File: config.mk
export PLATFORM = sky130hd
export DESIGN_NAME = branch_plru_victim
export DESIGN_NICKNAME = d
export VERILOG_FILES = /design/src/rtl/branch_plru_victim_pkg.sv /design/src/rtl/plru_touch.sv /design/src/rtl/branch_plru_victim.sv
export SDC_FILE = /design/constraint.sdc
export NUM_CORES = 1
export LEC_CHECK = 0
export BUFFER_PORTS_ARGS = -buffer_cell sky130_fd_sc_hd__buf_2
export CAP_MARGIN = 20
export CELL_PAD_IN_SITES_DETAIL_PLACEMENT = 1
export CELL_PAD_IN_SITES_GLOBAL_PLACEMENT = 2
export CORE_MARGIN = 2
export CORE_UTILIZATION = 34
export DETAILED_ROUTE_END_ITERATION = 12
export GPL_TIMING_DRIVEN = 0
export PLACE_DENSITY = 0.79
export RECOVER_POWER = 100
export SLEW_MARGIN = 25
export SYNTH_ARGS = -nofsm -noshare
export SYNTH_HDL_FRONTEND = slang
export SYNTH_HIERARCHICAL = 1
export SYNTH_SLANG_ARGS = --single-unit
File: constraint.sdc
create_clock -name clk -period 1.49 [get_ports clk]
set_input_delay 0.298 -clock clk [delete_from_list [all_inputs] [get_ports clk]]
set_output_delay 0.298 -clock clk [all_outputs]
set_load 0.01 [all_outputs]
File: src/rtl/branch_plru_victim_pkg.sv
// Shared types for the BTB pseudo-LRU victim selector.
// Kept separate so other BTB blocks can observe the replace FSM state by name.
package branch_plru_victim_pkg;

    typedef enum logic {
        StIdle,
        StPending
    } state_e;

endpackage

File: src/rtl/plru_touch.sv
// Tree pseudo-LRU touch: makes every node on a line's path point away from that line.
// Purely combinational so several touches can be chained within one cycle.
module plru_touch #(
    parameter int unsigned WIDTH    = 4,
    parameter int unsigned LINE_NUM = 16
) (
    input  logic                  en,
    input  logic [WIDTH-1:0]      index,
    input  logic [LINE_NUM-1:1]   tree_in,
    output logic [LINE_NUM-1:1]   tree_out
);

    logic [WIDTH:0]   leaf;
    logic [WIDTH-1:0] node;

    always_comb begin
        tree_out = tree_in;
        leaf     = {1'b1, index};
        node     = '0;
        if (en) begin
            // Ancestor d levels up is leaf >> d; bit d-1 of the leaf says which child we came from.
            for (int unsigned d = 1; d <= WIDTH; d++) begin
                node           = WIDTH'(leaf >> d);
                tree_out[node] = ~leaf[d-1];
            end
        end
    end

endmodule

File: src/rtl/branch_plru_victim.sv
// BTB victim selector: tree pseudo-LRU over all lines, with the chosen line latched
// from the ID-stage replace launch until the EX-stage commit or a flush cancel.
module branch_plru_victim
    import branch_plru_victim_pkg::*;
#(
    parameter int unsigned WIDTH    = 4,
    parameter int unsigned LINE_NUM = 16
) (
    input  logic             clk,
    input  logic             reset,
    input  logic             all_valid,
    input  logic [WIDTH-1:0] invalid_index,
    input  logic             hit_en,
    input  logic [WIDTH-1:0] hit_index,
    input  logic             replace_start,
    input  logic             replace_commit,
    input  logic             replace_cancel,
    output logic [WIDTH-1:0] victim_index,
    output logic             victim_valid
);

    localparam int unsigned NODE_NUM = LINE_NUM - 1;

    state_e              state_q, state_d;
    logic [WIDTH-1:0]    target_q, target_d;
    logic [WIDTH-1:0]    plru_victim;
    logic [NODE_NUM:1]   tree_q, tree_hit, tree_d;
    logic                commit_touch;

    // Walk from the root; each visited bit is both the next branch and the next victim bit.
    always_comb begin
        logic [WIDTH-1:0] node;
        logic             dir;
        node        = WIDTH'(1);
        dir         = 1'b0;
        plru_victim = '0;
        for (int unsigned i = 0; i < WIDTH; i++) begin
            dir         = tree_q[node];
            plru_victim = {plru_victim[WIDTH-2:0], dir};
            node        = {node[WIDTH-2:0], dir};
        end
    end

    assign commit_touch = (state_q == StPending) && replace_commit && !replace_cancel;

    // Hit first, commit second, so the commit's pointers win on shared nodes.
    plru_touch #(
        .WIDTH    (WIDTH),
        .LINE_NUM (LINE_NUM)
    ) u_touch_hit (
        .en       (hit_en),
        .index    (hit_index),
        .tree_in  (tree_q),
        .tree_out (tree_hit)
    );

    plru_touch #(
        .WIDTH    (WIDTH),
        .LINE_NUM (LINE_NUM)
    ) u_touch_commit (
        .en       (commit_touch),
        .index    (target_q),
        .tree_in  (tree_hit),
        .tree_out (tree_d)
    );

    always_comb begin
        state_d  = state_q;
        target_d = target_q;
        unique case (state_q)
            StIdle: begin
                if (replace_start) begin
                    target_d = all_valid ? plru_victim : invalid_index;
                    state_d  = StPending;
                end
            end
            StPending: begin
                if (replace_cancel || replace_commit) begin
                    target_d = '0;
                    state_d  = StIdle;
                end
            end
            default: begin
                target_d = '0;
                state_d  = StIdle;
            end
        endcase
    end

    always_ff @(posedge clk) begin
        if (reset) begin
            state_q  <= StIdle;
            target_q <= '0;
            tree_q   <= '0;
        end else begin
            state_q  <= state_d;
            target_q <= target_d;
            tree_q   <= tree_d;
        end
    end

    assign victim_valid = (state_q == StPending);
    assign victim_index = target_q;

endmodule
# After elaboration in Yosys (flattened, before gate mapping)

Cells that the tools add are included.

Flip-flop bits (word level): 20
Latch bits: 0
Bits in writable memories: 0
Memory bits (read-only): 0
Input bits: 15
Word-level logic and storage cells: 73
Memories: 0

Add/subtract/negate cells: 0
$mul: 0
Divide/modulo/power cells: 0
$lt $le $gt $ge: 15
Eq/ne operators: 2
Shift-type cells: 0
Muxes and demuxes: 33
Bitwise logic cells: 9
Reductions and logical operators: 11

Operators by type and width:

| cell                                                        | number |
|---|---|
| bitwise mux 15 bit                                          | 6 |
| two-way mux 15 bit                                          | 2 |
| less-than comparator 2 x 5 -> 1 bit (second input constant) | 3 |
| less-than comparator 3 x 5 -> 1 bit (second input constant) | 3 |
| less-than comparator 4 x 5 -> 1 bit (second input constant) | 3 |
| two-way mux 1 bit                                           | 12 |
| two-way mux 4 bit                                           | 3 |
| NOT 1 bit                                                   | 9 |
| >= comparator 4 x 1 -> 1 bit (second input constant)        | 2 |
| logical AND 1 bit                                           | 8 |
| one-hot mux 4 bit (2 select lines)                          | 1 |
| demux 1 bit (select 3 bit)                                  | 2 |
| >= comparator 3 x 1 -> 1 bit (second input constant)        | 2 |
| demux 1 bit (select 2 bit)                                  | 2 |
| >= comparator 2 x 1 -> 1 bit (second input constant)        | 2 |
| binary-select mux 1 bit (select 3 bit)                      | 1 |
| binary-select mux 1 bit (select 2 bit)                      | 1 |
| demux 1 bit (select 1 bit)                                  | 2 |
| inequality test 2 x 1 -> 1 bit (second input constant)      | 1 |
| inequality test 2 bit (second input constant)               | 1 |
| one-hot mux 1 bit (2 select lines)                          | 1 |
| AND reduction 2 bit                                         | 1 |
| zero test 1 bit                                             | 1 |
| logical OR 1 bit                                            | 1 |

# Logic depth before layout (Yosys ltp)

Gate-level depths: netlist of run 1.

Depth after elaboration: 12
Mapped depth: 6
Mapped depth without buffers: 5

# By module

Netlist of run 1, hierarchy kept.

Modules (own cells, without submodules):

| module                      | times used | cells each | area an instance (sq um) | sequential area each (sq um) |
|---|---|---|---|---|
| branch_plru_victim          | 1          | 71         | 752.0                    | 400.4 |
| plru_touch (u_touch_commit) | 1          | 43         | 324.1                    | 0.0 |
| plru_touch (u_touch_hit)    | 1          | 43         | 322.8                    | 0.0 |

# Worst setup path before layout of run 1

OpenSTA, ideal clock, no wires.

Kind: reg-to-reg
Start: register state_q, in the netlist victim_valid
End: register tree_q[13] (netlist bit)
Library setup time: 0.129 ns
Arrival time: 1.196 ns
Required time: 1.361 ns
Slack: 0.165 ns
Stages on the path, launching flop included: 6
Path buffers: 1
Cells stage by stage: dfxtp_1 and3b_2 buf_2 nand4b_1 mux2i_1 nor2b_1

Word-level cells in the longest chain between the ends: 3

Ends and longest elaborated chain:

| item                            | line                     | text |
|---|---|---|
| from (decl)                     | branch_plru_victim.sv:24 | `state_e state_q, state_d;` |
| from (signal assigned)          | branch_plru_victim.sv:92 | `state_q <= StIdle;` |
| from (signal assigned)          | branch_plru_victim.sv:96 | `state_q <= state_d;` |
| logical AND 1 bit (2 in series) | branch_plru_victim.sv:44 | `assign commit_touch = (state_q == StPending) && replace_commit && !replace_cancel;` |
| named net commit_touch          | branch_plru_victim.sv:28 | `logic commit_touch;` |
| two-way mux 15 bit              | plru_touch.sv:20         | `if (en) begin` |
| named net tree_d (one bit)      | branch_plru_victim.sv:27 | `logic [NODE_NUM:1] tree_q, tree_hit, tree_d;` |
| to (signal assigned)            | branch_plru_victim.sv:98 | `tree_q <= tree_d;` |
| to (decl)                       | branch_plru_victim.sv:27 |  |

The timed path passes the listed nets, and every way through them passes these cells.
A chain may end at the register's enable or synchronous reset.

# Worst setup path after layout of run 1

Start: register tree_q[2] (netlist bit)
End: register target_q[1], in the netlist victim_index[1]

Word-level cells in the longest chain between the ends: 7

Ends and longest elaborated chain:

| item                                                  | line                     | text |
|---|---|---|
| two-way mux 1 bit (not written as such) (2 in series) | branch_plru_victim.sv:38 | `dir = tree_q[node];` |
| binary-select mux 1 bit (select 2 bit)                | branch_plru_victim.sv:38 |  |
| two-way mux 1 bit (not written as such)               | branch_plru_victim.sv:38 |  |
| two-way mux 4 bit                                     | branch_plru_victim.sv:73 | `target_d = all_valid ? plru_victim : invalid_index;` |
| two-way mux 4 bit                                     | branch_plru_victim.sv:72 | `if (replace_start) begin` |
| one-hot mux 4 bit (2 select lines)                    | branch_plru_victim.sv:70 | `unique case (state_q)` |
| to (signal assigned)                                  | branch_plru_victim.sv:97 | `target_q <= target_d;` |
| to (decl)                                             | branch_plru_victim.sv:25 | `logic [WIDTH-1:0] target_q, target_d;` |

No other way between the ends. The select of a mux whose other input is x is not followed.

==> results of run 1 <==
## critical path: stages, from the launching register on
cell and delay (ns):
dfxtp_1 0.44, mux2i_1 0.29, mux2i_1 0.11, mux2_2 0.29, o2bb2ai_2 0.11
## power breakdown
part           switching (mW)  internal (mW)
clock                   0.183          0.180
sequential             0.0283          0.558
combinational           0.109          0.101
## cell usage in the layout (no fill, tap or decap), types with 2 or more instances in the layout
| cell | n |
|---|---|
| a21bo_1 | 2 |
| a21o_1 | 6 |
| a21oi_1 | 5 |
| and4bb_1 | 6 |
| buf_1 | 2 |
| buf_2 | 15 |
| clkbuf_1 | 7 |
| clkbuf_2 | 2 |
| clkbuf_8 | 3 |
| dfxtp_1 | 19 |
| inv_1 | 20 |
| mux2i_1 | 24 |
| nand2_1 | 5 |
| nand2b_1 | 3 |
| nand3b_1 | 4 |
| nand4_1 | 2 |
| nand4b_1 | 6 |
| nor2_1 | 4 |
| nor2b_1 | 17 |
| o21ai_0 | 3 |
| o21ai_1 | 2 |
| or3b_1 | 2 |
## logic make-up (layout without fill, tap and decap cells)
group           Yosys count  in the layout
compound gates           25             25
buf+inv                  30             51
flops                    20             20
mux                      25             25
simple gates             57             57
## sequential cells by signal, indices dropped and copies added, names as in the netlist
register,cells
victim_valid,1
victim_index,4
tree_q,15
## per-stage QoR
step                instances  setup WS (ns)  utilization  setup TNS (ns)
floorplan                 157         0.1647            -               0
global placement          225       -0.03006       0.3907        -0.03006
detailed placement        225       -0.06034       0.3907        -0.09279
CTS                       228        0.01862       0.4011               0
global route              228        0.03303       0.3989               0
finish                    228         0.1233       0.3989               0
## Yosys cell counts
master,instances
a211o_1,1
a211oi_1,1
a21bo_1,2
a21o_1,6
a21oi_1,5
a31oi_1,1
and3_1,1
and3b_1,1
and3b_2,1
and4bb_1,6
buf_1,2
buf_2,4
buf_4,1
buf_6,1
clkbuf_1,2
dfxtp_1,20
inv_1,20
mux2_2,1
mux2i_1,24
nand2_1,5
nand2b_1,3
nand2b_2,1
nand3b_1,4
nand4_1,2
nand4b_1,6
nor2_1,4
nor2b_1,17
nor3b_1,1
nor3b_2,1
nor4b_2,1
nor4b_4,1
o21a_1,1
o21ai_0,2
o21ai_1,2
o21ai_2,1
o21bai_1,1
o2bb2ai_2,1
o31ai_1,1
or3b_1,2
## routing by layer
metal | vias to the layer above | GRT usage | routed length, um
met5 | - | 0 | 0
met4 | 0 | 0.06500 | 61
met3 | 8 | 0.03454 | 134
met2 | 26 | 0.2864 | 1608
met1 | 550 | 0.2352 | 1730
li1 | 585 | - | -
## final cells by class
cell class / instances / area [sq um] / area share
Tap cell: 50 / 62.56 / 0.03949
Timing Repair Buffer: 18 / 83.83 / 0.05292
Multi-Input combinational cell: 107 / 865.8 / 0.5466
Clock buffer: 3 / 41.29 / 0.02607
Inverter: 20 / 75.07 / 0.04739
Sequential cell: 20 / 401.6 / 0.2536
Buffer: 10 / 53.80 / 0.03397
## worst paths after layout
path | from | end | slack, ns | cells past startpoint
worst max register to register | tree_q[2] | victim_index[1] | 0.12 | 4
worst min register to register | victim_index[0] | victim_index[0] | 0.53 | 2
worst max-delay path | tree_q[2] | victim_index[1] | 0.12 | 4
worst min-delay path | replace_cancel | victim_valid | 0.34 | 3
==> impl_table.tex, run 1 <==
\begin{tabular}{lr}
\hline
Metric & Value \\
\hline
\multicolumn{2}{l}{\textbf{Status}} \\
\quad Result of the run & complete, no violations \\
\multicolumn{2}{l}{\textbf{Timing}} \\
\quad Worst-margin pin slew & 0.4845 ns \\
\quad Tightest slew margin relative to the limit & 0.6736 \\
\quad Final-report setup violation count & 0 \\
\quad Time the final worst path needs with I/O delays and setup & 1.367 ns \\
\quad Achievable frequency & 731.7 MHz \\
\quad Final Hold Violating Endpoints & 0 \\
\quad Largest clock skew in the final design & 0.007321 ns \\
\quad Final worst hold slack & 0.3448 ns \\
\quad Setup repair after global routing missed its margin & false \\
\quad Share of the cycle needed by the critical path after routing & 0.9173 \\
\quad Max-slew violations & 0 \\
\multicolumn{2}{l}{\textbf{Synth}} \\
\quad Synth Cell Area & 0.001399 sq mm \\
\quad Number of register bits inferred by synthesis & 20 \\
\quad Mean area per synthesized cell & 8.910 sq um \\
\quad Cell taking the most area after synthesis & dfxtp\_1 \\
\quad Combinational family with the most area after synthesis & simple AND/OR/NAND/NOR gates \\
\quad Synthesized net count & 172 \\
\quad Multiplexer share of the synthesized area & 0.1798 \\
\quad Post-synthesis sequential area ratio & 0.2862 \\
\quad Compound-Gate Fraction of Synth Area & 0.1279 \\
\quad Syn. warnings & 6 \\
\quad Adder-cell share of the synthesized area & 0 \\
\quad Top cells by area in the synthesized netlist & dfxtp\_1 (29\%), mux2i\_1 (17\%), nor2b\_1 (7.6\%), and4bb\_1 (5.4\%), inv\_1 (5.4\%) \\
\quad Area share of the largest cell type after synthesis & 0.2862 \\
\quad Post-Synth XOR/XNOR Area & 0 \\
\quad Area fraction in and, or, nand and nor cells after synthesis & 0.3140 \\
\quad Gate Count Post-Synth & 157 \\
\quad Post-synth cell types & 39 \\
\multicolumn{2}{l}{\textbf{Pwr}} \\
\quad Overall Power & 1.159 mW \\
\quad Power density over the cells & 731.8 mW/mm\^{}2 \\
\quad Peak supply drop & 0.4153 mV \\
\quad Leakage power of the design & 0.6935 nW \\
\multicolumn{2}{l}{\textbf{CTS}} \\
\quad Clock net sink count & 20 \\
\quad Clock network latency to the later pin of the worst-skew pair & 0.26 ns \\
\quad CTS tree & yes \\
\quad Setup fix buffers added after clock tree synthesis & 0 \\
\quad Clock buffer depth & 2 \\
\quad Hold bufs inserted after CTS & 0 \\
\quad CTS clk-pin slew, worst paths & 0.08 ns \\
\quad Number of buffers created by CTS & 3 \\
\quad Number of levels the H-tree was split into & 1 \\
\quad Master cell of the clock root buffer & clkbuf\_8 \\
\quad Number of gates resized after CTS & 0 \\
\multicolumn{2}{l}{\textbf{Floorplan}} \\
\quad \# IOs & 20 \\
\quad Area of the core region & 0.003971 sq mm \\
\quad Die width & 68.14 um \\
\quad Initial cell density of the core & 0.3522 \\
\quad Die area & 0.004643 sq mm \\
\quad Number of core rows & 23 \\
\quad Die height & 68.14 um \\
\multicolumn{2}{l}{\textbf{Critical path}} \\
\quad Setup Crit Path Kind & reg2reg \\
\quad Category of the worst setup path capture point & flip-flop \\
\quad Critical Path RT & 1.63 ns \\
\quad Worst Path Max Fanout & 4 \\
\quad WP data arrival & 1.50 ns \\
\quad Launching element type of the critical path & flip-flop \\
\multicolumn{2}{l}{\textbf{Global routing}} \\
\quad Largest net degree at the start of global routing & 11 \\
\quad Via count of the first global-routing pass & 1212 \\
\quad Final global-route overflow total & 0 \\
\quad Initial antenna violation count & 0 \\
\quad Wire length of the first global-routing pass & 6051 um \\
\quad Overall track demand over capacity in global routing & 0.1778 \\
\multicolumn{2}{l}{\textbf{Job}} \\
\quad Max Cap Viol & 0 \\
\multicolumn{2}{l}{\textbf{Placement}} \\
\quad Final HPWL from detailed placement & 2714 um \\
\quad Final estimated routing congestion in global placement & 0.7095 \\
\quad Post-DP Area & 0.001551 sq mm \\
\quad Count of buffers inserted at the top-level ports & 18 \\
\multicolumn{2}{l}{\textbf{Worst hold path}} \\
\quad Type of the worst min-delay path & in2reg \\
\multicolumn{2}{l}{\textbf{Drt}} \\
\quad Via count of the routed design & 1169 \\
\quad TritonRoute pass-1 iters & 2 \\
\quad DR iter-0 viols & 28 \\
\quad Final routed DRC violation total & 0 \\
\quad Drt wl/cell & 15.50 um \\
\quad Via/cell ratio & 5.127 \\
\quad Antenna-violating nets left & 0 \\
\quad Final wirelength & 3534 um \\
\multicolumn{2}{l}{\textbf{Final layout}} \\
\quad Final \#Nets & 195 \\
\quad Fraction of layout cells with a size suffix above 1 & 0.1685 \\
\quad Area Overhead vs Synth & 13.24\% \\
\quad Final-layout fill cell count & 491 \\
\quad Final standard cell area without fillers & 0.001584 sq mm \\
\quad Antenna Cells & 0 \\
\hline
\end{tabular}
(Power assumes the default switching activity.)
==> run 2, diff against run 1 <==
- RECOVER_POWER: 100 -> 50
==> impl_table.tex, run 2 (synthesized netlist as in run 1, its figures left out) <==
\begin{tabular}{lr}
\hline
Metric & Value \\
\hline
\multicolumn{2}{l}{\textbf{Critical path}} \\
\quad Cell at the slowest stage of the critical path & dfxtp\_1 (unchanged) \\
\quad CP dominant cell by count & mux2i\_1 (unchanged) \\
\quad Critical Path RT & 1.63 ns (about the same) \\
\quad Worst Path Max Fanout & 4 (unchanged) \\
\quad Largest stage delay, worst path & 0.44 ns (about the same) \\
\quad WP data arrival & 1.50 ns (about the same) \\
\quad Ordered list of cells on the worst path & mux2i\_1 -> mux2i\_1 -> mux2\_2 -> o2bb2ai\_2 (unchanged) \\
\quad Setup Crit Path Kind & reg2reg (unchanged) \\
\quad Category of the worst setup path capture point & flip-flop (unchanged) \\
\quad Launching element type of the critical path & flip-flop (unchanged) \\
\multicolumn{2}{l}{\textbf{Timing}} \\
\quad Time the final worst path needs with I/O delays and setup & 1.367 ns (about the same) \\
\quad Final worst hold slack & 0.3445 ns (was 0.3448 ns) \\
\quad Max-slew violations & 0 (unchanged) \\
\quad Final-report setup violation count & 0 (unchanged) \\
\quad Post-layout worst setup margin & 0.1233 ns (about the same) \\
\quad Setup tns final & 0 ns (unchanged) \\
\quad Share of the cycle needed by the critical path after routing & 0.9172 (was 0.9173) \\
\quad Largest clock skew in the final design & 0.007261 ns (was 0.007321 ns) \\
\quad Final Hold Violating Endpoints & 0 (unchanged) \\
\quad Worst-margin pin slew & 0.4841 ns (was 0.4845 ns) \\
\quad Achievable frequency & 731.7 MHz (about the same) \\
\quad Tightest slew margin relative to the limit & 0.6739 (was 0.6736) \\
\quad Setup repair after global routing missed its margin & false (unchanged) \\
\multicolumn{2}{l}{\textbf{CTS}} \\
\quad Clock network latency to the later pin of the worst-skew pair & 0.26 ns (about the same) \\
\quad Number of buffers created by CTS & 3 (unchanged) \\
\quad Setup fix buffers added after clock tree synthesis & 0 (unchanged) \\
\quad Number of levels the H-tree was split into & 1 (unchanged) \\
\quad Clock buffer depth & 2 (unchanged) \\
\quad Master cell of the clock root buffer & clkbuf\_8 (unchanged) \\
\quad CTS clk-pin slew, worst paths & 0.08 ns (about the same) \\
\quad Clock net sink count & 20 (unchanged) \\
\quad CTS tree & yes (unchanged) \\
\multicolumn{2}{l}{\textbf{Drt}} \\
\quad Via count of the routed design & 1167 (was 1169) \\
\quad TritonRoute pass-1 iters & 2 (unchanged) \\
\quad Final wirelength & 3537 um (was 3534 um) \\
\quad DR iter-0 viols & 27 (was 28) \\
\quad Via/cell ratio & 5.118 (was 5.127) \\
\quad Final routed DRC violation total & 0 (unchanged) \\
\quad Antenna-violating nets left & 0 (unchanged) \\
\quad Drt wl/cell & 15.51 um (was 15.50 um) \\
\multicolumn{2}{l}{\textbf{Floorplan}} \\
\quad \# IOs & 20 (unchanged) \\
\quad Die width & 68.14 um (unchanged) \\
\quad Initial cell density of the core & 0.3522 (unchanged) \\
\quad Area of the core region & 0.003971 sq mm (unchanged) \\
\quad Die area & 0.004643 sq mm (unchanged) \\
\quad Number of core rows & 23 (unchanged) \\
\quad Die height & 68.14 um (unchanged) \\
\multicolumn{2}{l}{\textbf{Final layout}} \\
\quad Final core utilization & 0.3992 (was 0.3989) \\
\quad Number of flip-flops in the largest register & 15 (unchanged) \\
\quad Antenna Cells & 0 (unchanged) \\
\quad Highest-count cells in the layout ignoring fill and taps & mux2i\_1 (24), inv\_1 (20), dfxtp\_1 (19), nor2b\_1 (17), buf\_2 (17) (was mux2i\_1 (24), inv\_1 (20), dfxtp\_1 (19), nor2b\_1 (17), buf\_2 (15)) \\
\quad Fraction of layout cells with a size suffix above 1 & 0.1742 (was 0.1685) \\
\quad Area Overhead vs Synth & 13.33\% (was 13.24\%) \\
\quad Final-layout fill cell count & 490 (was 491) \\
\quad Most common cell after layout, fill and taps aside & mux2i\_1 (unchanged) \\
\quad Final \#Nets & 195 (unchanged) \\
\quad Final standard cell area without fillers & 0.001585 sq mm (was 0.001584 sq mm) \\
\quad Layout Cells excl Fill & 228 (unchanged) \\
\quad Area of the multi-input gates & 865.8 sq um (unchanged) \\
\quad Largest register by flop count & tree\_q (unchanged) \\
\quad Storage cell area & 401.6 sq um (unchanged) \\
\multicolumn{2}{l}{\textbf{Placement}} \\
\quad Final estimated routing congestion in global placement & 0.7095 (unchanged) \\
\quad Count of buffers inserted at the top-level ports & 18 (unchanged) \\
\quad Post-DP Area & 0.001551 sq mm (unchanged) \\
\quad Final HPWL from detailed placement & 2714 um (unchanged) \\
\quad Post-place setup slack & -0.06034 ns (unchanged) \\
\quad Placed cell count & 225 (unchanged) \\
\multicolumn{2}{l}{\textbf{Pwr}} \\
\quad Power density over the cells & 731.4 mW/mm\^{}2 (was 731.8 mW/mm\^{}2) \\
\quad Peak supply drop & 0.4154 mV (was 0.4153 mV) \\
\quad Overall Power & 1.160 mW (was 1.159 mW) \\
\quad Leakage power of the design & 0.6975 nW (was 0.6935 nW) \\
\multicolumn{2}{l}{\textbf{Global routing}} \\
\quad Wire length of the first global-routing pass & 6051 um (unchanged) \\
\quad Overall track demand over capacity in global routing & 0.1778 (unchanged) \\
\quad Initial antenna violation count & 0 (unchanged) \\
\quad Largest net degree at the start of global routing & 11 (unchanged) \\
\quad Final global-route overflow total & 0 (unchanged) \\
\quad Via count of the first global-routing pass & 1212 (unchanged) \\
\multicolumn{2}{l}{\textbf{Status}} \\
\quad Result of the run & complete, no violations (unchanged) \\
\multicolumn{2}{l}{\textbf{Worst hold path}} \\
\quad Type of the worst min-delay path & in2reg (unchanged) \\
\multicolumn{2}{l}{\textbf{Job}} \\
\quad Max Cap Viol & 0 (unchanged) \\
\hline
\end{tabular}
## run 2: power breakdown
group	total, mW	internal [mW]	switching (mW)
sequential	0.586	0.558	0.0284
clock	0.363	0.180	0.183
combinational	0.210	0.101	0.109
## run 2: final cells by class
class / instances / share of cell area
repair buffers: 18 / 0.05367
plain buffers: 10 / 0.03394
flip-flops and latches: 20 / 0.2534
inverters: 20 / 0.04736
well taps: 50 / 0.03946
clock buffers: 3 / 0.02605
multi-input cells: 107 / 0.5462
## run 2: metal layers
metal  vias to the layer above  routed length [um]  track usage
met5                         -                   0            0
met4                         0                  61      0.06500
met3                         8                 128      0.03454
met2                        26                1599       0.2864
met1                       548                1748       0.2352
li1                        585                   -            -
## run 2: final timing paths
path | startpoint | to | slack (ns) | cells past startpoint
setup / recovery | tree_q[2] | victim_index[1] | 0.12 | 4
hold / removal | replace_cancel | victim_valid | 0.34 | 3
setup reg to reg | tree_q[2] | victim_index[1] | 0.12 | 4
hold reg to reg | victim_index[0] | victim_index[0] | 0.53 | 2
## run 2: critical path, delay by kind of cell, from the launching register on
| kind | cells | cell delay [ns] |
|---|---|---|
| DFF | 1 | 0.44 |
| AOI/OAI and AO/OA | 1 | 0.11 |
| muxes | 3 | 0.69 |
## run 2: timing repair
| item | CTS | global route |
|---|---|---|
| hold buffers | 0 | 0 |
| hold endpoints to repair | 0 | 0 |
| setup endpoints to repair | 0 | 9 |
| gates resized for setup | 0 | 3 |
